### src/rtl/lsu_mem_ctrl.sv
// lsu_mem_ctrl: single-outstanding load/store unit with alignment/bounds checks and sub-word read-modify-write
module lsu_mem_ctrl #(
  parameter int unsigned MEM_BYTES    = 64,
  parameter int unsigned PROTECT_BASE = 24
) (
  input  logic        clk,
  input  logic        rst_n,
  input  logic        req_valid,
  output logic        req_ready,
  input  logic        req_we,
  input  logic [2:0]  req_funct3,
  input  logic [31:0] req_addr,
  input  logic [31:0] req_wdata,
  output logic        rsp_valid,
  input  logic        rsp_ready,
  output logic [31:0] rsp_rdata,
  output logic [1:0]  rsp_fault,
  output logic        ram_read_en,
  output logic        ram_write_en,
  output logic [31:0] ram_addr,
  output logic [31:0] ram_write_data,
  input  logic [31:0] ram_read_data
);
  typedef enum logic [1:0] {IDLE, READ, WRITE, RESP} state_e;
  state_e      state_q, state_d;
  logic        we_q, we_d;
  logic [2:0]  f3_q, f3_d;
  logic [31:0] addr_q, addr_d;
  logic [31:0] wdata_q, wdata_d;
  logic [31:0] rdata_q, rdata_d;
  logic [1:0]  fault_q, fault_d;
  logic        ill, mis, acc;
  logic [1:0]  fault_c;
  logic [31:0] ext, merged;
  // classify the incoming request; illegal beats misaligned beats access
  always_comb begin
    ill     = req_we ? (req_funct3 > 3'd2) : (req_funct3 == 3'd3 || req_funct3[2:1] == 2'b11);
    mis     = (req_funct3[1:0] == 2'd1 && req_addr[0]) || (req_funct3[1:0] == 2'd2 && req_addr[1:0] != 2'd0);
    acc     = req_addr < PROTECT_BASE || req_addr > MEM_BYTES - 4;
    fault_c = ill ? 2'd3 : mis ? 2'd1 : acc ? 2'd2 : 2'd0;
  end
  // load extension and sub-word merge of the word the RAM returns during READ
  always_comb begin
    ext    = f3_q[1:0] == 2'd0 ? {{24{~f3_q[2] & ram_read_data[7]}}, ram_read_data[7:0]} :
             f3_q[1:0] == 2'd1 ? {{16{~f3_q[2] & ram_read_data[15]}}, ram_read_data[15:0]} :
             ram_read_data;
    merged = f3_q[0] ? {ram_read_data[31:16], wdata_q[15:0]} : {ram_read_data[31:8], wdata_q[7:0]};
  end
  // next-state and next-register computation
  always_comb begin
    state_d = state_q;
    we_d    = we_q;
    f3_d    = f3_q;
    addr_d  = addr_q;
    wdata_d = wdata_q;
    rdata_d = rdata_q;
    fault_d = fault_q;
    case (state_q)
      IDLE: if (req_valid) begin
        we_d    = req_we;
        f3_d    = req_funct3;
        addr_d  = req_addr;
        wdata_d = req_wdata;
        rdata_d = '0;
        fault_d = fault_c;
        state_d = fault_c != 2'd0 ? RESP : (req_we && req_funct3[1:0] == 2'd2) ? WRITE : READ;
      end
      READ: begin
        wdata_d = we_q ? merged : wdata_q;
        rdata_d = we_q ? '0 : ext;
        state_d = we_q ? WRITE : RESP;
      end
      WRITE: state_d = RESP;
      RESP: state_d = rsp_ready ? IDLE : RESP;
      default: state_d = IDLE;
    endcase
  end
  // state and request registers with synchronous active-low reset
  always_ff @(posedge clk) begin
    if (!rst_n) begin
      state_q <= IDLE;
      we_q    <= 1'b0;
      f3_q    <= '0;
      addr_q  <= '0;
      wdata_q <= '0;
      rdata_q <= '0;
      fault_q <= '0;
    end else begin
      state_q <= state_d;
      we_q    <= we_d;
      f3_q    <= f3_d;
      addr_q  <= addr_d;
      wdata_q <= wdata_d;
      rdata_q <= rdata_d;
      fault_q <= fault_d;
    end
  end
  assign req_ready      = state_q == IDLE;
  assign rsp_valid      = state_q == RESP;
  assign rsp_rdata      = rsp_valid ? rdata_q : '0;
  assign rsp_fault      = rsp_valid ? fault_q : '0;
  assign ram_read_en    = state_q == READ;
  assign ram_write_en   = state_q == WRITE && rst_n;
  assign ram_addr       = (state_q == READ || state_q == WRITE) ? addr_q : '0;
  assign ram_write_data = state_q == WRITE ? wdata_q : '0;
endmodule

### config.mk
export PLATFORM = sky130hd
export DESIGN_NAME = lsu_mem_ctrl
export DESIGN_NICKNAME = d
export VERILOG_FILES = /design/src/rtl/lsu_mem_ctrl.sv
export SDC_FILE = /design/constraint.sdc
export NUM_CORES = 1
export LEC_CHECK = 0
export BUFFER_PORTS_ARGS = -buffer_cell sky130_fd_sc_hd__buf_2
export CORE_UTILIZATION = 40
export CTS_BUF_LIST = sky130_fd_sc_hd__clkbuf_8
export DETAILED_ROUTE_END_ITERATION = 10
export GPL_TIMING_DRIVEN = 1
export PLACE_DENSITY_LB_ADDON = 0.12
export SYNTH_ARGS = -nofsm -noshare
export SYNTH_HDL_FRONTEND = slang
export SYNTH_SLANG_ARGS = --single-unit
export TNS_END_PERCENT = 5
### constraint.sdc
create_clock -name clk -period 2.95 [get_ports clk]
set_clock_uncertainty 0.2 [all_clocks]
set_input_delay 0.1475 -clock clk [delete_from_list [all_inputs] [get_ports clk]]
set_output_delay 0.1475 -clock clk [all_outputs]
set_load 0.005 [all_outputs]
=== Word level (Yosys, flattened, before mapping) ===
Cells that the tools add are included.

* Register bits after elaboration: 104
* Input port bits: 104
* Output and inout port bits: 102
* Word-level logic and storage cells: 68

* Magnitude comparators: 3
* Equal/unequal tests: 11
* Muxes and demuxes: 23
* Bitwise logic cells: 4
* Reduce and logical (&&, ||, !) cells: 18

{| class="wikitable"
|+ Operators by type and width
! operator !! number
|-
| 2-to-1 mux 32 bit || 9
|-
| case mux 32 bit (2 select lines) || 2
|-
| greater-than comparator 32 x 6 -> 1 bit, second input constant || 1
|-
| less-than comparator 32 x 5 -> 1 bit, second input constant || 1
|-
| 2-to-1 mux 16 bit || 1
|-
| 2-to-1 mux 2 bit || 8
|-
| equality test 2 bit, second input constant || 4
|-
| case mux 2 bit (4 select lines) || 1
|-
| equality test 2 x 1 -> 1 bit, second input constant || 3
|-
| AND reduction 3 bit || 2
|-
| nonzero test 2 bit || 3
|-
| logical AND 1 bit || 4
|-
| logical NOT 2 bit || 2
|-
| logical OR 1 bit || 4
|-
| != test 2 bit, second input constant || 2
|-
| AND reduction 2 bit || 2
|-
| AND reduction 4 bit || 1
|-
| equality test 3 x 2 -> 1 bit, second input constant || 1
|-
| greater-than comparator 3 x 2 -> 1 bit, second input constant || 1
|-
| bitwise AND 1 bit || 2
|-
| 2-to-1 mux 1 bit || 2
|-
| != test 2 x 1 -> 1 bit, second input constant || 1
|-
| inverter 1 bit || 2
|}

=== Longest topological paths before layout ===
* Depth in word-level cells: 9
* Gate-level depth with buffers: 8
* Mapped depth without buffers: 6

=== Worst setup path after synthesis ===
Ideal clock, no wire load.

* Path type: register to register
* Start point: register state_q[0]
* End point: register wdata_q[13]
* Setup time: 0.116 ns
* Data arrival time: 1.632 ns
* Required time: 2.634 ns
* Slack: 1.002 ns
* Stages on the path, launching flop included: 9
* Path buffers: 2
* Clock period less this slack: 1.948 ns
* Path through: dfxtp_1 > inv_1 > ha_1 > buf_4 > mux2i_4 > a211oi_4 > buf_6 > nand2_1 > o211a_1

* Word-level cells in the longest chain between the ends: 3
* Elaborated cells between the ends (all ways): 8
* Those cells by class: eq/ne: 4; mux: 1; reduce/logical: 3

{| class="wikitable"
|+ Ends and longest elaborated chain
! what !! line !! RTL
|-
| start, declared || 25 || <nowiki>state_e state_q, state_d;</nowiki>
|-
| start signal, assigned || 89 || <nowiki>state_q <= state_d;</nowiki>
|-
| logical NOT 2 bit * || -- ||
|-
| via req_ready || 9 || <nowiki>output logic req_ready,</nowiki>
|-
| != test 2 bit (no line) / nonzero test 2 bit (equally long branches) || -- ||
|-
| AND reduction 4 bit (no line) || -- ||
|-
| end signal, assigned || 93 || <nowiki>wdata_q <= wdata_d;</nowiki>
|-
| end, declared || 29 || <nowiki>logic [31:0] wdata_q, wdata_d;</nowiki>
|}

The timed path passes the listed nets; every way through them passes the cells marked *.
A chain may end at the register's enable or synchronous reset.

=== Worst setup path in the final report ===
* Start point: register state_q[0]
* End point: register wdata_q[16]

* Word-level cells in the longest chain between the ends: 3
* Elaborated cells between the ends (all ways): 7
* Those cells by class: eq/ne: 3; mux: 1; reduce/logical: 3

{| class="wikitable"
|+ Ends and longest elaborated chain
! what !! line !! RTL
|-
| equality test 2 x 1 -> 1 bit / logical NOT 2 bit (equally long branches) || 58 || <nowiki>case (state_q)</nowiki>
|-
| != test 2 x 1 -> 1 bit (no line), or another cell as far along || -- ||
|-
| AND reduction 3 bit (no line) || -- ||
|}

Parallel ways exist; a longest one is shown, timed or not.

==> run metrics <==
placed inst area=between 6000 and 7000 sq um; cts bufs inserted=9; hold path depth=4; power density over cell area=678 nW/um^2; clk buf depth=2; initial antenna violation count=0; # setup viols final=0; R2R setup slack=between 0.3 and 0.4 ns; Worst Reg-to-Reg Cells=6; PnR worst setup slack=around 0.37 ns; chip height=~120 um; H-tree depth=3; hold path endpoint=rdata_q[25]; Fillers=approximately 1200; Synth Area per Inst=between 8 and 9 sq um; IO Port Bufs=roughly 210; Clock Latency Late Sink=between 0.3 and 0.4 ns; number of synthesized register bits=between 100 and 150; Rows=41; Critical path origin=state_q[0]; drt drc=0; IO Count=206; RSZ-0062 raised after global routing=no; Post-Syn Instances=between 600 and 700; Setup TNS Final=0 ns; DP Worst Slack=around 0.43 ns; peak supply drop=around 0.0004 V; Hold WC Path Type=primary input to flip-flop; ANT nets after route=0; CTS tree=done; gr usage total=0.240; Synth Flop Type=dfxtp_1; Setup Buffers After CTS=0; # clock sinks=around 100; Core Area=around 13000 sq um; routed vias/inst=approximately 4.9; GPL Wtd Cong=0.869; area grow syn2layout=45.5%; CTS root buf=clkbuf_8; Finished Cell Area=7550 sq um; number of synthesized flops with an enable pin=0; most frequent cells in the layout=205 x buf_2, 140 x nand2_1, 106 x dlygate4sd3_1, 104 x dfxtp_1, 100 x and2_1; share of synthesized flip-flops with an asynchronous set or reset=0; routed wire length=16300 um; vias in the first global route=about 5100; Critical R2R Capture=wdata_q[16]; final hold vios=0; Pre-Repair DR Iteration Count=5; Syn Std Cell Area=5190 sq um; synthesized net count=a little over 700; clock-pin slew of the registers on the worst-case setup and hold paths=about 0.090 ns; Pins Over Slew Limit=0; Starting Density=0.411; maxcap violations=0; dpl hpwl=around 11000 um; Yosys warning total=0; fmax=~390 MHz; endpoint class of the critical path=flip-flop; fin crit period=~2.6 ns; worst r2r src=state_q[0]; largest net degree at the start of global routing=100; Hold Startpoint=ram_read_data[25]; final worst path period share=0.873; WP data arrival=about 2.7 ns; worst-path fanout max=32; register area share after synthesis=0.401; Critical Path RT=just over 3 ns; status=finished clean; first-pass GRT wire length=~25000 um; final net count=1010; die area=roughly 13000 sq um; Least-Margin Pin Slew=around 1.1 ns; commonest non-fill, non-tap cell in the layout=buf_2; Pwr Total=slightly above 5 mW; routed vias=5308; Ant. Diodes=0; CP Launch Type=flip-flop; DRT iter0 DRCs=between 300 and 400; Die Width=between 100 and 150 um; layout cell share with drive strength beyond 1=0.260; Remaining Overflow, GRT=0; Slew HR=0.237; crit path kind=flip-flop to flip-flop; P_leak=roughly 3.5 nW; mean routed wirelength per cell=approximately 15 um; Netlist cell types=36
[worst max-delay path: stages, from the launching register on]
cell and delay, ns:
dfxtp_1 0.41, inv_1 0.09, ha_1 0.33, mux2i_4 0.25, nor2_2 0.87, nand2_1 0.14
o211a_1 0.18
[kinds of logic after synthesis]
logic type,Yosys count,share of synthesized area
buffers and inverters,50,0.0456
multiplexers,25,0.0506
AND/OR/NAND/NOR,305,0.296
flip-flops,104,0.401
adder cells (fa/ha/maj),4,0.00964
AO/OA/AOI/OAI,129,0.197
[metal layers]
metal / track usage / vias to the layer above / wire, um / part of all wire
met2: 0.424 / 196 / 7940 / 0.49
met1: 0.281 / 2456 / 6950 / 0.43
met4: 0.0786 / 0 / 345 / 0.021
met3: 0.0633 / 20 / 1100 / 0.067
li1: - / 2636 / - / -
met5: 0 / - / 0 / 0
[layout make-up]
type	instances	area [sq um]	share of cell area
Clock inverter	5	57.6	0.00762
Tap cell	172	215	0.0285
Inverter	4	15.0	0.00199
Multi-Input combinational cell	463	2880	0.381
Sequential cell	104	2080	0.276
Timing Repair Buffer	320	2170	0.287
Clock buffer	10	138	0.0182
[sequential cells by signal (all words and copies together) (netlist names)]
name / cells
addr_q: 32
f3_q: 3
fault_q: 2
rdata_q: 32
state_q: 2
wdata_q: 32
we_q: 1
[synthesized netlist by cell type, drive strengths merged (4+ instances only)]
cell type	number	area (sq um)
a21boi	52	390
a21oi	13	68.8
a32oi	16	140
and2	100	626
buf	24	139
clkbuf	22	82.6
dfxtp	104	2080
ha	4	50.1
inv	4	15.0
mux2i	25	263
nand2	140	526
nand2b	21	131
nor2	11	43.8
nor2b	19	119
nor4	7	43.8
o211a	24	240
o211ai	8	60.1
o21ai	8	40.0
[report_power, final]
part	internal (mW)	switching, mW	total (mW)	leakage (nW)
Clock	0.410	0.490	0.899	0.0904
Sequential	1.77	0.179	1.95	0.851
Combinational	0.936	1.33	2.27	2.59
Total	3.12	2.00	5.12	3.54
[how the worst max path moves through the flow]
stage | to | slack (ns) | depth (start not counted)
floorplan | wdata_q[13] | 1.00 | 8
global placement | wdata_q[22] | 0.58 | 6
detailed placement | wdata_q[20] | 0.43 | 6
CTS | wdata_q[20] | 0.38 | 6
global route | wdata_q[20] | 0.15 | 6
finish | wdata_q[16] | 0.37 | 6
[per-stage QoR]
step	hold slack [ns]	instances	utilization
final	0.0116	1078	0.598
after global routing	0.00302	1078	0.598
after CTS	0.00206	1078	0.598
after detailed placement	0.200	957	0.499
after global placement	0.201	957	0.499
after floorplan	0.0880	617	-
[repair_timing]
item                      4_1_cts  5_1_grt
hold endpoints to repair       95        0
resized for setup               0        0
hold buffers                  106        0
No activity file was read; power rests on OpenSTA's default activity.
